===== src/rtl/ioctl_upload_bridge_if.sv =====
// ioctl_upload_bridge_if: HPS ioctl upload handshake plus memory read port
interface ioctl_upload_bridge_if #(
  parameter int AW = 16
);
  logic          ioctl_upload;
  logic          ioctl_rd;
  logic [15:0]   ioctl_addr;
  logic [7:0]    ioctl_din;
  logic          ioctl_wait;
  logic          mem_req;
  logic [AW-1:0] mem_addr;
  logic          mem_ack;
  logic [7:0]    mem_rdata;
  modport slave (
    input  ioctl_upload, ioctl_rd, ioctl_addr, mem_ack, mem_rdata,
    output ioctl_din, ioctl_wait, mem_req, mem_addr
  );
  modport master (
    output ioctl_upload, ioctl_rd, ioctl_addr, mem_ack, mem_rdata,
    input  ioctl_din, ioctl_wait, mem_req, mem_addr
  );
endinterface


===== src/rtl/ioctl_upload_bridge.sv =====
// ioctl_upload_bridge: serves core memory bytes to the HPS during an ioctl upload, stalling it with ioctl_wait
module ioctl_upload_bridge #(
  parameter int            AW      = 16,
  parameter logic [AW-1:0] BASE    = '0,
  parameter int            SIZE    = 16384,
  parameter logic [7:0]    FILL    = 8'hFF,
  parameter int            TIMEOUT = 255
) (
  input  logic        clk,
  input  logic        reset,
  ioctl_upload_bridge_if.slave bus,
  output logic        busy,
  output logic        done,
  output logic [16:0] byte_count,
  output logic [7:0]  checksum,
  output logic        err
);
  localparam int TW = $clog2(TIMEOUT + 1);
  typedef enum logic [1:0] {IDLE, REQ, HOLD} state_t;
  state_t        state_q, state_d;
  logic [AW-1:0] addr_q, addr_d;
  logic [7:0]    din_q, din_d;
  logic [TW-1:0] tmo_q, tmo_d;
  logic [16:0]   cnt_q, cnt_d, cnt_b;
  logic [7:0]    sum_q, sum_d, sum_b, nb;
  logic          err_q, err_d, pend_q, pend_d, up_q, upd;
  logic          sess_start, rd_ok, in_rng;
  assign busy          = state_q != IDLE;
  assign sess_start    = bus.ioctl_upload & ~up_q;
  assign rd_ok         = bus.ioctl_rd & bus.ioctl_upload & ~busy;
  assign in_rng        = 32'(bus.ioctl_addr) < SIZE;
  assign bus.ioctl_wait = busy | (rd_ok & in_rng);
  assign bus.mem_req   = state_q == REQ;
  assign bus.mem_addr  = addr_q;
  assign bus.ioctl_din = din_q;
  assign done          = ~busy & ~bus.ioctl_upload & pend_q;
  assign byte_count    = cnt_q;
  assign checksum      = sum_q;
  assign err           = err_q;
  // Next-state logic: transfer FSM, timeout counter, session statistics
  always_comb begin
    cnt_b   = sess_start ? '0 : cnt_q;
    sum_b   = sess_start ? '0 : sum_q;
    err_d   = (sess_start ? 1'b0 : err_q) | (bus.ioctl_rd & busy);
    state_d = state_q;
    addr_d  = addr_q;
    tmo_d   = tmo_q;
    upd     = 1'b0;
    nb      = FILL;
    case (state_q)
      IDLE: begin
        if (rd_ok & in_rng) begin
          state_d = REQ;
          addr_d  = BASE + AW'(bus.ioctl_addr);
          tmo_d   = '0;
        end else upd = rd_ok;
      end
      REQ: begin
        if (bus.mem_ack) begin
          upd     = 1'b1;
          nb      = bus.mem_rdata;
          state_d = HOLD;
        end else if (tmo_q == TW'(TIMEOUT - 1)) begin
          upd     = 1'b1;
          err_d   = 1'b1;
          state_d = HOLD;
        end else tmo_d = tmo_q + 1'b1;
      end
      default: state_d = IDLE;
    endcase
    din_d  = upd ? nb : din_q;
    cnt_d  = (upd & ~&cnt_b) ? cnt_b + 17'd1 : cnt_b;
    sum_d  = upd ? sum_b + nb : sum_b;
    pend_d = bus.ioctl_upload | (pend_q & ~done);
  end
  // State registers with asynchronous active-low reset
  always_ff @(posedge clk or negedge reset) begin
    if (!reset) begin
      state_q <= IDLE;
      addr_q  <= '0;
      din_q   <= '0;
      tmo_q   <= '0;
      cnt_q   <= '0;
      sum_q   <= '0;
      err_q   <= 1'b0;
      pend_q  <= 1'b0;
      up_q    <= 1'b0;
    end else begin
      state_q <= state_d;
      addr_q  <= addr_d;
      din_q   <= din_d;
      tmo_q   <= tmo_d;
      cnt_q   <= cnt_d;
      sum_q   <= sum_d;
      err_q   <= err_d;
      pend_q  <= pend_d;
      up_q    <= bus.ioctl_upload;
    end
  end
endmodule


===== src/flat_wrapper.sv =====
// flat-port wrapper written by rule: the top's interface ports become plain ports
module ioctl_upload_bridge_flat 
#(
  parameter int            AW      = 16,
  parameter logic [AW-1:0] BASE    = '0,
  parameter int            SIZE    = 16384,
  parameter logic [7:0]    FILL    = 8'hFF,
  parameter int            TIMEOUT = 255
)
  (clk, reset, busy, done, byte_count, checksum, err, bus_ioctl_upload, bus_ioctl_rd, bus_ioctl_addr, bus_mem_ack, bus_mem_rdata, bus_ioctl_din, bus_ioctl_wait, bus_mem_req, bus_mem_addr);
  ioctl_upload_bridge_if #(.AW(AW)) bus_i ();
  input  logic clk;
  input  logic reset;
  output logic busy;
  output logic done;
  output logic [16:0] byte_count;
  output logic [7:0] checksum;
  output logic err;
  input wire logic [$bits(bus_i.ioctl_upload)-1:0] bus_ioctl_upload;
  input wire logic [$bits(bus_i.ioctl_rd)-1:0] bus_ioctl_rd;
  input wire logic [$bits(bus_i.ioctl_addr)-1:0] bus_ioctl_addr;
  input wire logic [$bits(bus_i.mem_ack)-1:0] bus_mem_ack;
  input wire logic [$bits(bus_i.mem_rdata)-1:0] bus_mem_rdata;
  output wire logic [$bits(bus_i.ioctl_din)-1:0] bus_ioctl_din;
  output wire logic [$bits(bus_i.ioctl_wait)-1:0] bus_ioctl_wait;
  output wire logic [$bits(bus_i.mem_req)-1:0] bus_mem_req;
  output wire logic [$bits(bus_i.mem_addr)-1:0] bus_mem_addr;
  assign bus_i.ioctl_upload = bus_ioctl_upload;
  assign bus_i.ioctl_rd = bus_ioctl_rd;
  assign bus_i.ioctl_addr = bus_ioctl_addr;
  assign bus_i.mem_ack = bus_mem_ack;
  assign bus_i.mem_rdata = bus_mem_rdata;
  assign bus_ioctl_din = bus_i.ioctl_din;
  assign bus_ioctl_wait = bus_i.ioctl_wait;
  assign bus_mem_req = bus_i.mem_req;
  assign bus_mem_addr = bus_i.mem_addr;
  ioctl_upload_bridge #(.AW(AW), .BASE(BASE), .SIZE(SIZE), .FILL(FILL), .TIMEOUT(TIMEOUT)) u_core (.clk(clk), .reset(reset), .bus(bus_i), .busy(busy), .done(done), .byte_count(byte_count), .checksum(checksum), .err(err));
endmodule

===== config.mk =====
export PLATFORM = sky130hd
export DESIGN_NAME = ioctl_upload_bridge_flat
export DESIGN_NICKNAME = d
export VERILOG_FILES = /design/src/rtl/ioctl_upload_bridge_if.sv /design/src/rtl/ioctl_upload_bridge.sv /design/src/flat_wrapper.sv
export SDC_FILE = /design/constraint.sdc
export NUM_CORES = 1
export LEC_CHECK = 0
export BUFFER_PORTS_ARGS = -buffer_cell sky130_fd_sc_hd__buf_4
export CORE_AREA = 2 2 85 87
export DETAILED_ROUTE_END_ITERATION = 16
export DIE_AREA = 0 0 87 89
export PLACE_DENSITY = 0.75
export SKIP_LAST_GASP = 1
export SLEW_MARGIN = 30
export SYNTH_ARGS = -nofsm -noshare
export SYNTH_HDL_FRONTEND = slang
export SYNTH_SLANG_ARGS = --single-unit

===== constraint.sdc =====
create_clock -name clk -period 2.9 [get_ports clk]
set_clock_uncertainty 0.05 [all_clocks]
set_input_delay 0.29 -clock clk [delete_from_list [all_inputs] [get_ports clk]]
set_output_delay 0.29 -clock clk [all_outputs]
set_load 0.01 [all_outputs]

==> metrics.md <==
| Metric | Value |
|---|---|
| Synthesized instance count | 322 |
| Hold Path End | u_core.up_q |
| Place WS | 0.0777 ns |
| Clock transition at path regs | 0.07 ns |
| Fin crit period | 2.70 ns |
| Worst Path Buf+Inv | 1 |
| Area leader, netlist | dfrtp_1 |
| CP Capture Type | flip-flop |
| Commonest non-fill, non-tap cell in the layout | buf_4 |
| Final HPWL DP | 4.90 mm |
| Status | complete, no violations |
| Total power draw | 2.57 mW |
| Clock Power Share | 27.3% |
| CP arrival | 2.92 ns |
| Initial antenna violation count | 0 |
| Min-delay src | bus_ioctl_upload |
| Crit-path cells | nand2b_4, and2_1, ha_1, and3_1, and3_2, nand2b_1, nor3b_1, ha_2, buf_4, a2111oi_4, nand3_1, a21oi_2 |
| MaxCap Viol Count | 0 |
| Reg-to-reg critical path endpoint | u_core.byte_count[15] |
| Sw frac | 31.9% |
| Top area cells in the synthesized netlist | dfrtp_1 (49%), nand2_1 (7.5%), ha_1 (4.3%), nor2_1 (3.0%), o21a_1 (2.8%) |
| Relative slew slack | 49.3% |
| CTS tree | yes |
| VDD IR-drop max | 0.280 mV |
| Crit path max-delay family | simple AND/OR/NAND/NOR gates |
| Worst skew pair latency | 0.34 ns |
| Total Wirelength | 7.12 mm |
| Violation count after the first detailed-route iteration | 139 |
| Number of synthesized flops with an enable pin | 0 |
| CP Class | flip-flop to flip-flop |
| FF-to-FF path depth | 12 |
| Sequential share of power | 42.2% |
| Sw Pwr | 0.820 mW |
| Combinational group share of total power | between 30% and 40% |
| Number of distinct library cells after synthesis | 48 |
| GRT overflow | 0 |
| Synthesis-stage register bit count | 62 |
| Setup TNS Final | 0 ns |
| Fmax | 371 MHz |
| Routed len/inst | 14.2 um |
| Cell internal pwr | 1.75 mW |
| Post-synth top flop | dfrtp_1 |
| Antenna-violating nets left | 0 |
| Worst setup margin | 0.202 ns |
| Startpoint types | flip-flop |
| Syn Nets | 363 |
| DRT Pass-1 Iters | 4 |
| Port bufs | 82 |
| DRC Markers | 0 |
| Layout Cells excl Fill | 500 |
| Layout area overhead | 30.5% |
| Nets | 456 |
| Root Buffer | clkbuf_8 |
| Worst slew pin tran | 0.760 ns |
| # IOs | 83 |
| Dpl cells | 479 |
| Vias | 2645 |
| R2R Path Start | u_core.up_q |
| Worst hold path depth | 1 |
| Leakage | 2.02 nW |
| Mapped Area | around 3200 um^2 |
| Row cnt | 30 |
| YS warnings | 0 |
| CORE AREA | 6720 um^2 |
| Synth top area share | 49.0% |
| Power per cell area | 623 nW/um^2 |
| Num CTS Buffers | 9 |
| Hold WC Path Type | input pin to flip-flop |
| Crit-path max cell delay | 0.38 ns |
| Tot GR Track Use | 19.2% |
| Asr flop ratio synth | 100% |
| CTS sink count | 62 |
| Post-synthesis sequential area ratio | 49.0% |
| Die W | 87 um |
| RSZ-0062 raised after global routing | no |
| Worst-path fanout max | 7 |
| Layout cells sized above 1 | between 30% and 40% |
| Hold violation total from the final report | 0 |
| H-tree Lvls | 3 |
| Vias in the first global route | about 2600 |
| Vias per cell | 5.29 |
| DIE AREA | 7740 um^2 |
| Reg2reg setup slack | 0.20 ns |
| Fin crit share | 93.0% |
| # diodes | 0 |
| Clock Tree Buf Depth | 2 |
| Hold slack final | 0.0794 ns |
| First-pass GRT wire length | between 10 and 15 mm |
| Starting Density | between 40% and 50% |
| Most frequent cells in the layout | buf_4 (94), nand2_1 (63), dfrtp_1 (62) |
| Largest net degree at the start of global routing | 63 |
| Req. time, crit path | 3.12 ns |
| RePlAce Congestion | 0.836 |
| Final Setup Violations | 0 |
| Synth Area per Inst | 9.83 um^2 |
| Die H | 89 um |
| Slew Viols, Final | 0 |
| Worst path slowest cell | dfrtp_1 |
-- registers in the layout, indices dropped and copies added (netlist names) --
name,cells
u_core.bus.mem_addr,16
u_core.up_q,1
u_core.pend_q,1
u_core.err,1
u_core.checksum,8
u_core.bus.ioctl_din,8
u_core.state_q,2
u_core.byte_count,17
u_core.tmo_q,8
-- worst max path at each step --
stage | cells after the start | slack (ns) | end | startpoint
global placement | 10 | 0.22 | u_core.checksum[6] | u_core.state_q[1]
detailed placement | 12 | 0.08 | u_core.byte_count[1] | bus_ioctl_upload
finish | 12 | 0.20 | u_core.byte_count[15] | u_core.up_q
global route | 12 | 0.01 | u_core.byte_count[15] | u_core.up_q
CTS | 11 | 0.10 | u_core.byte_count[12] | u_core.up_q
floorplan | 11 | 0.07 | u_core.byte_count[10] | u_core.up_q
-- per-stage QoR --
step | utilization, % | instance area (um^2)
final | 61.5 | 4130
after global routing | 61.5 | 4130
after CTS | 60.8 | 4080
after detailed placement | 57.9 | 3890
after global placement | 57.9 | 3890
after floorplan | - | 3170
-- what timing repair did --
action | CTS | global route
hold buffers | 1 | 0
resized for setup | 0 | 5
setup buffers | 0 | 4
setup endpoints to repair | 0 | 15
endpoints found under the hold margin | 7 | 0
-- metal layers --
layer	global-route usage, %	part of all wire [%]
met1	25.5	47
met2	29.8	46
met3	4.71	5.9
met4	8.81	1.3
met5	0	0
-- cell families (layout without fill, tap and decap cells) --
group	count (synthesis)	in the layout	synth area share [%]
fa+ha+maj	12	12	4.98
flops	62	62	49.0
xor+xnor	17	17	4.70
simple gates	149	149	23.1
mux	5	5	1.74
buf+inv	21	119	2.81
compound gates	56	56	13.6
-- synthesized netlist by cell type, types with 4 or more instances --
cell type  count
a21o_1         5
a21oi_1       12
and2_1        11
and3_1         6
clkbuf_1      10
dfrtp_1       62
ha_1          11
inv_1          8
mux2_2         4
nand2_1       63
nand3_1        9
nand4_1        4
nor2_1        25
nor3_1         4
o21a_1        12
o21ai_0        7
or2_2          7
xnor2_1        8
xor2_1         9
-- final cells by class --
| class | count | area (um^2) |
|---|---|---|
| clock buffers | 11 | 151 |
| multi-input cells | 239 | 1550 |
| repair buffers | 95 | 716 |
| fillers | 575 | 2590 |
| well taps | 80 | 100 |
| inverters | 8 | 30.0 |
| clock inverters | 5 | 33.8 |
| flip-flops and latches | 62 | 1550 |
-- power by group through the flow --
stage               sequential, mW  combinational, mW  clock, mW
finish                        1.09              0.783      0.703
global route                  1.10              0.883      0.760
CTS                           1.08              0.785      0.721
detailed placement            1.10              0.779          0
global placement              1.10              0.759          0
floorplan                     1.14              0.407          0
-- worst reg2reg max path, stage by stage (launching register included) --
cell	delay (ns)
dfrtp_1	0.38
nand2b_4	0.15
and2_1	0.17
ha_1	0.20
and3_1	0.21
and3_2	0.25
nand2b_1	0.11
nor3b_1	0.07
ha_2	0.23
buf_4	0.16
a2111oi_4	0.37
nand3_1	0.16
a21oi_2	0.14
Note: power is estimated with default switching activity, not from simulation.
